**config.mk**
```make
export PLATFORM = sky130hd
export DESIGN_NAME = debounced_input_pio
export DESIGN_NICKNAME = d
export VERILOG_FILES = /design/src/rtl/debounced_input_pio_pkg.sv /design/src/rtl/debounced_input_pio_cell.sv /design/src/rtl/debounced_input_pio.sv
export SDC_FILE = /design/constraint.sdc
export NUM_CORES = 1
export LEC_CHECK = 0
export BUFFER_PORTS_ARGS = -buffer_cell sky130_fd_sc_hd__buf_4
export CAP_MARGIN = 20
export CORE_ASPECT_RATIO = 1.75
export CORE_MARGIN = 2
export CORE_UTILIZATION = 60
export CTS_CLUSTER_DIAMETER = 200
export DETAILED_ROUTE_END_ITERATION = 10
export PLACE_DENSITY = 0.78
export SYNTH_ARGS = -nofsm -noshare
export SYNTH_HDL_FRONTEND = slang
export SYNTH_HIERARCHICAL = 1
export SYNTH_SLANG_ARGS = --single-unit
```
**constraint.sdc**
```tcl
create_clock -name clk -period 5.2 [get_ports clk]
set_input_delay 1.04 -clock clk [delete_from_list [all_inputs] [get_ports clk]]
set_output_delay 1.04 -clock clk [all_outputs]
set_load 0.02 [all_outputs]
```
**src/rtl/debounced_input_pio_pkg.sv**
```systemverilog
// Register word addresses of the debounced input port.
package debounced_input_pio_pkg;

    localparam logic [2:0] ADDR_DATA    = 3'd0;
    localparam logic [2:0] ADDR_RAW     = 3'd1;
    localparam logic [2:0] ADDR_MASK    = 3'd2;
    localparam logic [2:0] ADDR_CAPTURE = 3'd3;
    localparam logic [2:0] ADDR_RISE_EN = 3'd4;
    localparam logic [2:0] ADDR_FALL_EN = 3'd5;
    localparam logic [2:0] ADDR_LIMIT   = 3'd6;

endpackage

```
**src/rtl/debounced_input_pio_cell.sv**
```systemverilog
// One input channel: two-flop synchroniser, run-length debounce counter and
// debounced state flop. rise/fall are single-cycle pulses on the state update.
module input_debounce_cell #(
    parameter int CNT_W = 16
) (
    input  logic             clk,
    input  logic             reset_n,
    input  logic             in_async,
    input  logic [CNT_W-1:0] limit,
    output logic             sync,
    output logic             state,
    output logic             rise,
    output logic             fall
);

    logic             sync1_reg;
    logic             sync2_reg;
    logic             state_reg;
    logic [CNT_W-1:0] cnt_reg;
    logic             differ;
    logic             expire;

    assign differ = (sync2_reg != state_reg);
    // >= rather than == so a limit lowered below the running count fires at once
    assign expire = differ && (cnt_reg >= limit);

    always_ff @(posedge clk or negedge reset_n) begin
        if (!reset_n) begin
            sync1_reg <= 1'b0;
            sync2_reg <= 1'b0;
            state_reg <= 1'b0;
            cnt_reg   <= '0;
        end else begin
            sync1_reg <= in_async;
            sync2_reg <= sync1_reg;
            if (!differ) begin
                cnt_reg <= '0;
            end else if (expire) begin
                state_reg <= sync2_reg;
                cnt_reg   <= '0;
            end else begin
                cnt_reg <= cnt_reg + 1'b1;
            end
        end
    end

    assign sync  = sync2_reg;
    assign state = state_reg;
    assign rise  = expire & sync2_reg;
    assign fall  = expire & ~sync2_reg;

endmodule

```
**src/rtl/debounced_input_pio.sv**
```systemverilog
// Avalon-MM input port: per-channel debounce cells, sticky W1C edge capture,
// registered read mux and a level interrupt.
module debounced_input_pio
    import debounced_input_pio_pkg::*;
#(
    parameter int WIDTH      = 3,
    parameter int CNT_W      = 16,
    parameter int DB_DEFAULT = 1000
) (
    input  logic             clk,
    input  logic             reset_n,
    input  logic [2:0]       address,
    input  logic             chipselect,
    input  logic             write_n,
    input  logic [31:0]      writedata,
    output logic [31:0]      readdata,
    input  logic [WIDTH-1:0] in_port,
    output logic             irq
);

    logic [WIDTH-1:0] state;
    logic [WIDTH-1:0] sync;
    logic [WIDTH-1:0] rise;
    logic [WIDTH-1:0] fall;
    logic [WIDTH-1:0] mask_reg;
    logic [WIDTH-1:0] cap_reg;
    logic [WIDTH-1:0] cap_next;
    logic [WIDTH-1:0] rise_en_reg;
    logic [WIDTH-1:0] fall_en_reg;
    logic [WIDTH-1:0] clr;
    logic [CNT_W-1:0] limit_reg;
    logic [31:0]      readdata_reg;
    logic [31:0]      readdata_next;
    logic             wr;
    logic             unused_writedata;

    generate
        for (genvar gi = 0; gi < WIDTH; gi++) begin : g_ch
            input_debounce_cell #(.CNT_W(CNT_W)) u_cell (
                .clk      (clk),
                .reset_n  (reset_n),
                .in_async (in_port[gi]),
                .limit    (limit_reg),
                .sync     (sync[gi]),
                .state    (state[gi]),
                .rise     (rise[gi]),
                .fall     (fall[gi])
            );
        end
    endgenerate

    assign wr  = chipselect & ~write_n;
    assign clr = (wr && address == ADDR_CAPTURE) ? writedata[WIDTH-1:0] : '0;
    // Set terms are OR-ed after the clear so a simultaneous edge is never lost
    assign cap_next = (cap_reg & ~clr) | (rise & rise_en_reg) | (fall & fall_en_reg);

    always_comb begin
        readdata_next = '0;
        case (address)
            ADDR_DATA:    readdata_next[WIDTH-1:0] = state;
            ADDR_RAW:     readdata_next[WIDTH-1:0] = sync;
            ADDR_MASK:    readdata_next[WIDTH-1:0] = mask_reg;
            ADDR_CAPTURE: readdata_next[WIDTH-1:0] = cap_reg;
            ADDR_RISE_EN: readdata_next[WIDTH-1:0] = rise_en_reg;
            ADDR_FALL_EN: readdata_next[WIDTH-1:0] = fall_en_reg;
            ADDR_LIMIT:   readdata_next[CNT_W-1:0] = limit_reg;
            default:      readdata_next = '0;
        endcase
    end

    always_ff @(posedge clk or negedge reset_n) begin
        if (!reset_n) begin
            mask_reg     <= '0;
            cap_reg      <= '0;
            rise_en_reg  <= '1;
            fall_en_reg  <= '0;
            limit_reg    <= CNT_W'(DB_DEFAULT);
            readdata_reg <= '0;
        end else begin
            cap_reg      <= cap_next;
            readdata_reg <= readdata_next;
            if (wr && address == ADDR_MASK)    mask_reg    <= writedata[WIDTH-1:0];
            if (wr && address == ADDR_RISE_EN) rise_en_reg <= writedata[WIDTH-1:0];
            if (wr && address == ADDR_FALL_EN) fall_en_reg <= writedata[WIDTH-1:0];
            if (wr && address == ADDR_LIMIT)   limit_reg   <= writedata[CNT_W-1:0];
        end
    end

    // Upper write-data bits are architecturally ignored
    assign unused_writedata = ^writedata;

    assign readdata = readdata_reg;
    assign irq      = |(cap_reg & mask_reg);

endmodule

```
* Yosys cells after proc, flatten, opt, wreduce, memory -nomap -nowiden
Index checks and enable logic that the tools add are counted.
Word-level totals: memories kept 0, register bits 101, output and inout port bits 33, bits in read-only memories 0, logic and storage cells 73, bits in latches 0, bits of input ports 42, bits in writable memories 0
Cells by class: mux-type cells 9, multipliers 0, divide/modulo/power cells 0, reduce and logical (&&, ||, !) cells 13, equal/unequal tests 9, magnitude comparators 3, shifts and indexed selects 0, add/sub/neg operators 3, bitwise logic cells 18
Operators with widths (count):
- $mux W16 | 6
- $add A16 B1 Y16 const B | 3
- $ge A16 B16 Y1 | 3
- $pmux W3 S7 | 1
- $mux W13 | 1
- $and A3 B3 Y3 | 4
- $eq A3 B3 Y1 const B | 3
- $logic_and A1 B1 Y1 | 8
- $and A1 B1 Y1 | 7
- $eq A3 B2 Y1 const B | 2
- $or A3 B3 Y3 | 2
- $reduce_and A2 Y1 | 3
- $not A1 Y1 | 4
- $eq A3 B1 Y1 const B | 1
- $logic_not A3 Y1 | 1
- $mux W3 | 1
- $ne A1 B1 Y1 | 3
- $not A3 Y3 | 1
- $reduce_or A3 Y1 | 1

* Longest topological paths before layout
depth after elaboration 8, mapped depth 10, gate-level depth less buffers 10

* Modules after synthesis
Netlist, hierarchy kept.
Modules (own cells, without submodules):
- input_debounce_cell | cells each 137, area each 1260.0 um^2, instances 3, seq. area each 475.5 um^2
- debounced_input_pio | cells each 147, area each 2004.4 um^2, instances 1, seq. area each 1112.3 um^2

* Worst setup path after synthesis
OpenSTA, ideal clock, no wires.
path type reg-to-reg, from reg limit_reg[9], to reg cap_reg[0], stages on the path, launching flop included 11, library setup time 0.138 ns, period minus slack after synthesis 2.158 ns, path buffers 0, arrival time 2.020 ns, required time 5.062 ns, slack 3.042 ns, cells stage by stage dfstp_2 > inv_1 > ha_1 > a21oi_1 > o21ai_0 > a221oi_2 > nand3_1 > and3b_1 > a22oi_1 > nor2b_1 > a31oi_1
On the way: longest elaborated chain between the ends 6, elaborated cells between the ends (all ways) 8, those cells by class order compare (1); bitwise (6); reduce/logical (1)
RTL lines:
- start, declared | line debounced_input_pio.sv:31 | logic [CNT_W-1:0] limit_reg;
- start signal, assigned | line debounced_input_pio.sv:77 | limit_reg <= CNT_W'(DB_DEFAULT);
- start signal, assigned | line debounced_input_pio.sv:85 | if (wr && address == ADDR_LIMIT) limit_reg <= writedata[CNT_W-1:0];
- $ge A16 B16 Y1 | line debounced_input_pio_cell.sv:25 | assign expire = differ && (cnt_reg >= limit);
- $logic_and A1 B1 Y1 | line debounced_input_pio_cell.sv:25
- $and A1 B1 Y1 | line debounced_input_pio_cell.sv:49 | assign rise = expire & sync2_reg;
- named net rise[0] | line debounced_input_pio.sv:23 | logic [WIDTH-1:0] rise;
- $and A3 B3 Y3 | line debounced_input_pio.sv:55 | assign cap_next = (cap_reg & ~clr) | (rise & rise_en_reg) | (fall & fall_en_reg);
- $or A3 B3 Y3 (2 in series) | line debounced_input_pio.sv:55
- named net cap_next[0] | line debounced_input_pio.sv:27 | logic [WIDTH-1:0] cap_next;
- end signal, assigned | line debounced_input_pio.sv:80 | cap_reg <= cap_next;
- end, declared | line debounced_input_pio.sv:26 | logic [WIDTH-1:0] cap_reg;
The timed path passes the listed nets, and every way through them passes these cells. A chain may end at the register's enable or synchronous reset.

* Final worst setup path
from reg limit_reg[6], to reg cap_reg[2]
The elaborated chain is that of the path after synthesis.

==> results.cfg <==
[status]
status = finished clean

[global_route]
grt_use_met3 = 0.0310
grt_usage = 0.250
grt_first_pass_wirelength_um = 20500
antenna_found_initial = 0
grt_overflow = 0
grt_pass1_vias = 4410
grt_max_degree = 65
grt_use_met1 = 0.278
grtUsageMet2 = 0.468
busiest_layer = met2

[yosys]
synth_edf_count = 0
synth-xor-area-share = 0.0681
synth_flop_cell = dfrtp_1
synth.top_cell.area_share = 0.398
synthAdderAreaFrac = 0.110
synth.cells.most_frequent = dfrtp_1 (92), inv_1 (70), nor2_1 (64)
synth_compound_area_frac = 0.0584
synthMuxAreaShare = 0.0755
yosysTopAreaCell = dfrtp_1
synth.most_common_cell = dfrtp_1
synth.avg_cell_area_um2 = 10.4
synthesis.instances = 558
ys_seq_elements = 101
async_flop_share = 1.00
ys_types = 47
seq_area_frac_synth = 0.439
synth_top_family_by_area = simple AND/OR/NAND/NOR gates
mappedNetlistArea_um2 = 5780
synth.area.top_cells = dfrtp_1 (40%), ha_1 (11%), inv_1 (4.5%), nor2_1 (4.2%), dfstp_2 (4.1%)
yosysWarnings = 6
yosys.area_share.simple = 0.171

[routing]
viasPerCell = 5.66
drtIter0Drc = 233
drcViolationCount = 0
dr.pass1.iters = 4
routedWlPerCell_um = 16.8
ant_nets = 0
num_vias = 4124
wirelength_um = 12200

[power]
peakVddDrop_mv = 0.247
power_leakage_uw = 0.00320
powerDensity_nw_per_um2 = 350

[critical_path]
required_ns = 5.41
cp-end-kind = flop
path_max_fanout = 5
crit_type = flop to flop
start_kind = flop
arrival_ns = 2.76

[sta]
grt_setup_unrepaired = false
tightest_slew_ns = 0.868
fmax_mhz = 391
fin_setup_tns_ns = 0
setup_violations = 0
slew_violations = 0
fin_crit_ns = 2.56
finClkSkew_ns = 0.00911
relSlewSlack = 0.421
period_share = 0.492
hold_viol = 0

[floorplanning]
fp.coreArea_um2 = 9410
start_util = 0.615
die_y_um = 134
fp.dieW_um = 78.2
rows = 47
die_area_um2 = 10500
io_pins = 75

[cells_and_area]
fill_cells = 724
finish.utilization = 0.683
area_growth_pct = 11.2
largest_register_ffs = 48
antenna_cells = 0
drive_above_1_share = 0.201
nets = 695

[run]
drv_cap = 0

[clock_network]
cts_tree = done
postCtsHoldBufs = 0
cts_num_sinks = 101
clkLatencyLatePin_ns = 0.34
path_clk_slew_ns = 0.07
h-tree-depth = 3
cts_resized = 0
cts_root_buffer = clkbuf_16
clockBufferDepth = 2
numCtsBuffers = 9
post_cts_buffers = 0

[placed_design]
dp_hpwl_um = 9100
gp_congestion = 0.872
numPortBuffers = 42

[min_path]
hold_path_class = flop to flop
## stage by stage
| stage | std cells | power (µW) | hold slack, ns | setup WS [ns] | instance area, µm² |
|---|---|---|---|---|---|
| 3_5_place_dp | 713 | 1580 | 0.336 | 2.39 | 6130 |
| 5_1_grt | 729 | 2370 | 0.362 | 2.44 | 6430 |
| 3_3_place_gp | 713 | 1540 | 0.331 | 2.43 | 6130 |
| 4_1_cts | 729 | 2260 | 0.352 | 2.63 | 6430 |
| 2_1_floorplan | 573 | 1400 | 0.331 | 3.04 | 5840 |
| 6_report | 729 | 2250 | 0.349 | 2.64 | 6430 |
## worst max-delay path, stage by stage (launching register included)
cell and delay (ns):
dfstp_2 0.59, inv_1 0.06, ha_1 0.31, a21oi_1 0.19
o22ai_1 0.10, o21ai_0 0.30, nand3_1 0.18, and3b_1 0.23
a22oi_1 0.23, nor2b_1 0.16, a31oi_1 0.05
## report_power, final
| part | leakage (µW) | total [µW] | internal, µW | switching (µW) |
|---|---|---|---|---|
| clock | 0.000144 | 675 | 378 | 297 |
| combinational | 0.00174 | 532 | 227 | 306 |
| sequential | 0.00131 | 1040 | 899 | 141 |
| total | 0.00320 | 2250 | 1500 | 744 |
## layout by cell type (no fill, tap or decap), types with 3 or more instances in the layout
cell type  count
xor2_1        24
nand2_1       17
nor4_1         3
a31oi_1        3
nand3b_1       4
dfstp_2        9
inv_1         70
and3_2         6
a221oi_2       3
o21ai_1        3
ha_1          51
mux2_2        19
inv_6          3
nor3_1         4
o311ai_1       3
and4_1         3
buf_4         43
clkbuf_16      9
mux2_4        10
o22ai_1        3
and4_4         3
or4_4          3
dfrtp_1       92
mux2i_1        5
conb_1        16
nand2_2        3
nor2b_1        4
o21ai_0       11
a22oi_1        3
nand3_1       24
and2_1        15
nand4_1        9
nor2_1        64
and3b_1        6
xnor2_1       21
nand4_2        6
a21oi_1       17
## layout make-up
cell class / count / area [µm²] / area share
clock buffers: 10 / 229 / 0.0356
clock inverters: 6 / 68.8 / 0.0107
inverters: 70 / 263 / 0.0409
multi-input cells: 377 / 2860 / 0.444
flip-flops and latches: 101 / 2540 / 0.395
well taps: 122 / 153 / 0.0237
repair buffers: 43 / 323 / 0.0502
## logic make-up (layout without fill, tap and decap cells)
group,Yosys count,in the layout
adder cells (fa/ha/maj),51,51
AND/OR/NAND/NOR,178,178
buffers and inverters,95,129
flip-flops,101,101
AO/OA/AOI/OAI,52,52
multiplexers,35,35
XOR/XNOR,45,45
other,1,16
## per-layer routing
metal | wire length [µm] | up-vias
met5 | 0 | -
met4 | 382 | 0
met3 | 428 | 30
met2 | 6800 | 112
met1 | 4600 | 2041
li1 | - | 1941
## path summary, 6_finish.rpt
path	startpoint	endpoint	slack (ns)	cells past startpoint
setup / recovery	limit_reg[6]	cap_reg[2]	2.64	10
hold / removal	g_ch[0].u_cell/sync1_reg	g_ch[0].u_cell/sync	0.35	0
setup reg to reg	limit_reg[6]	cap_reg[2]	2.64	10
hold reg to reg	g_ch[0].u_cell/sync1_reg	g_ch[0].u_cell/sync	0.35	0
max in group asynchronous	reset_n	limit_reg[3]	3.42	2
min in group asynchronous	reset_n	g_ch[1].u_cell/cnt_reg[7]	0.76	1
No activity file was read; power rests on OpenSTA's default activity.
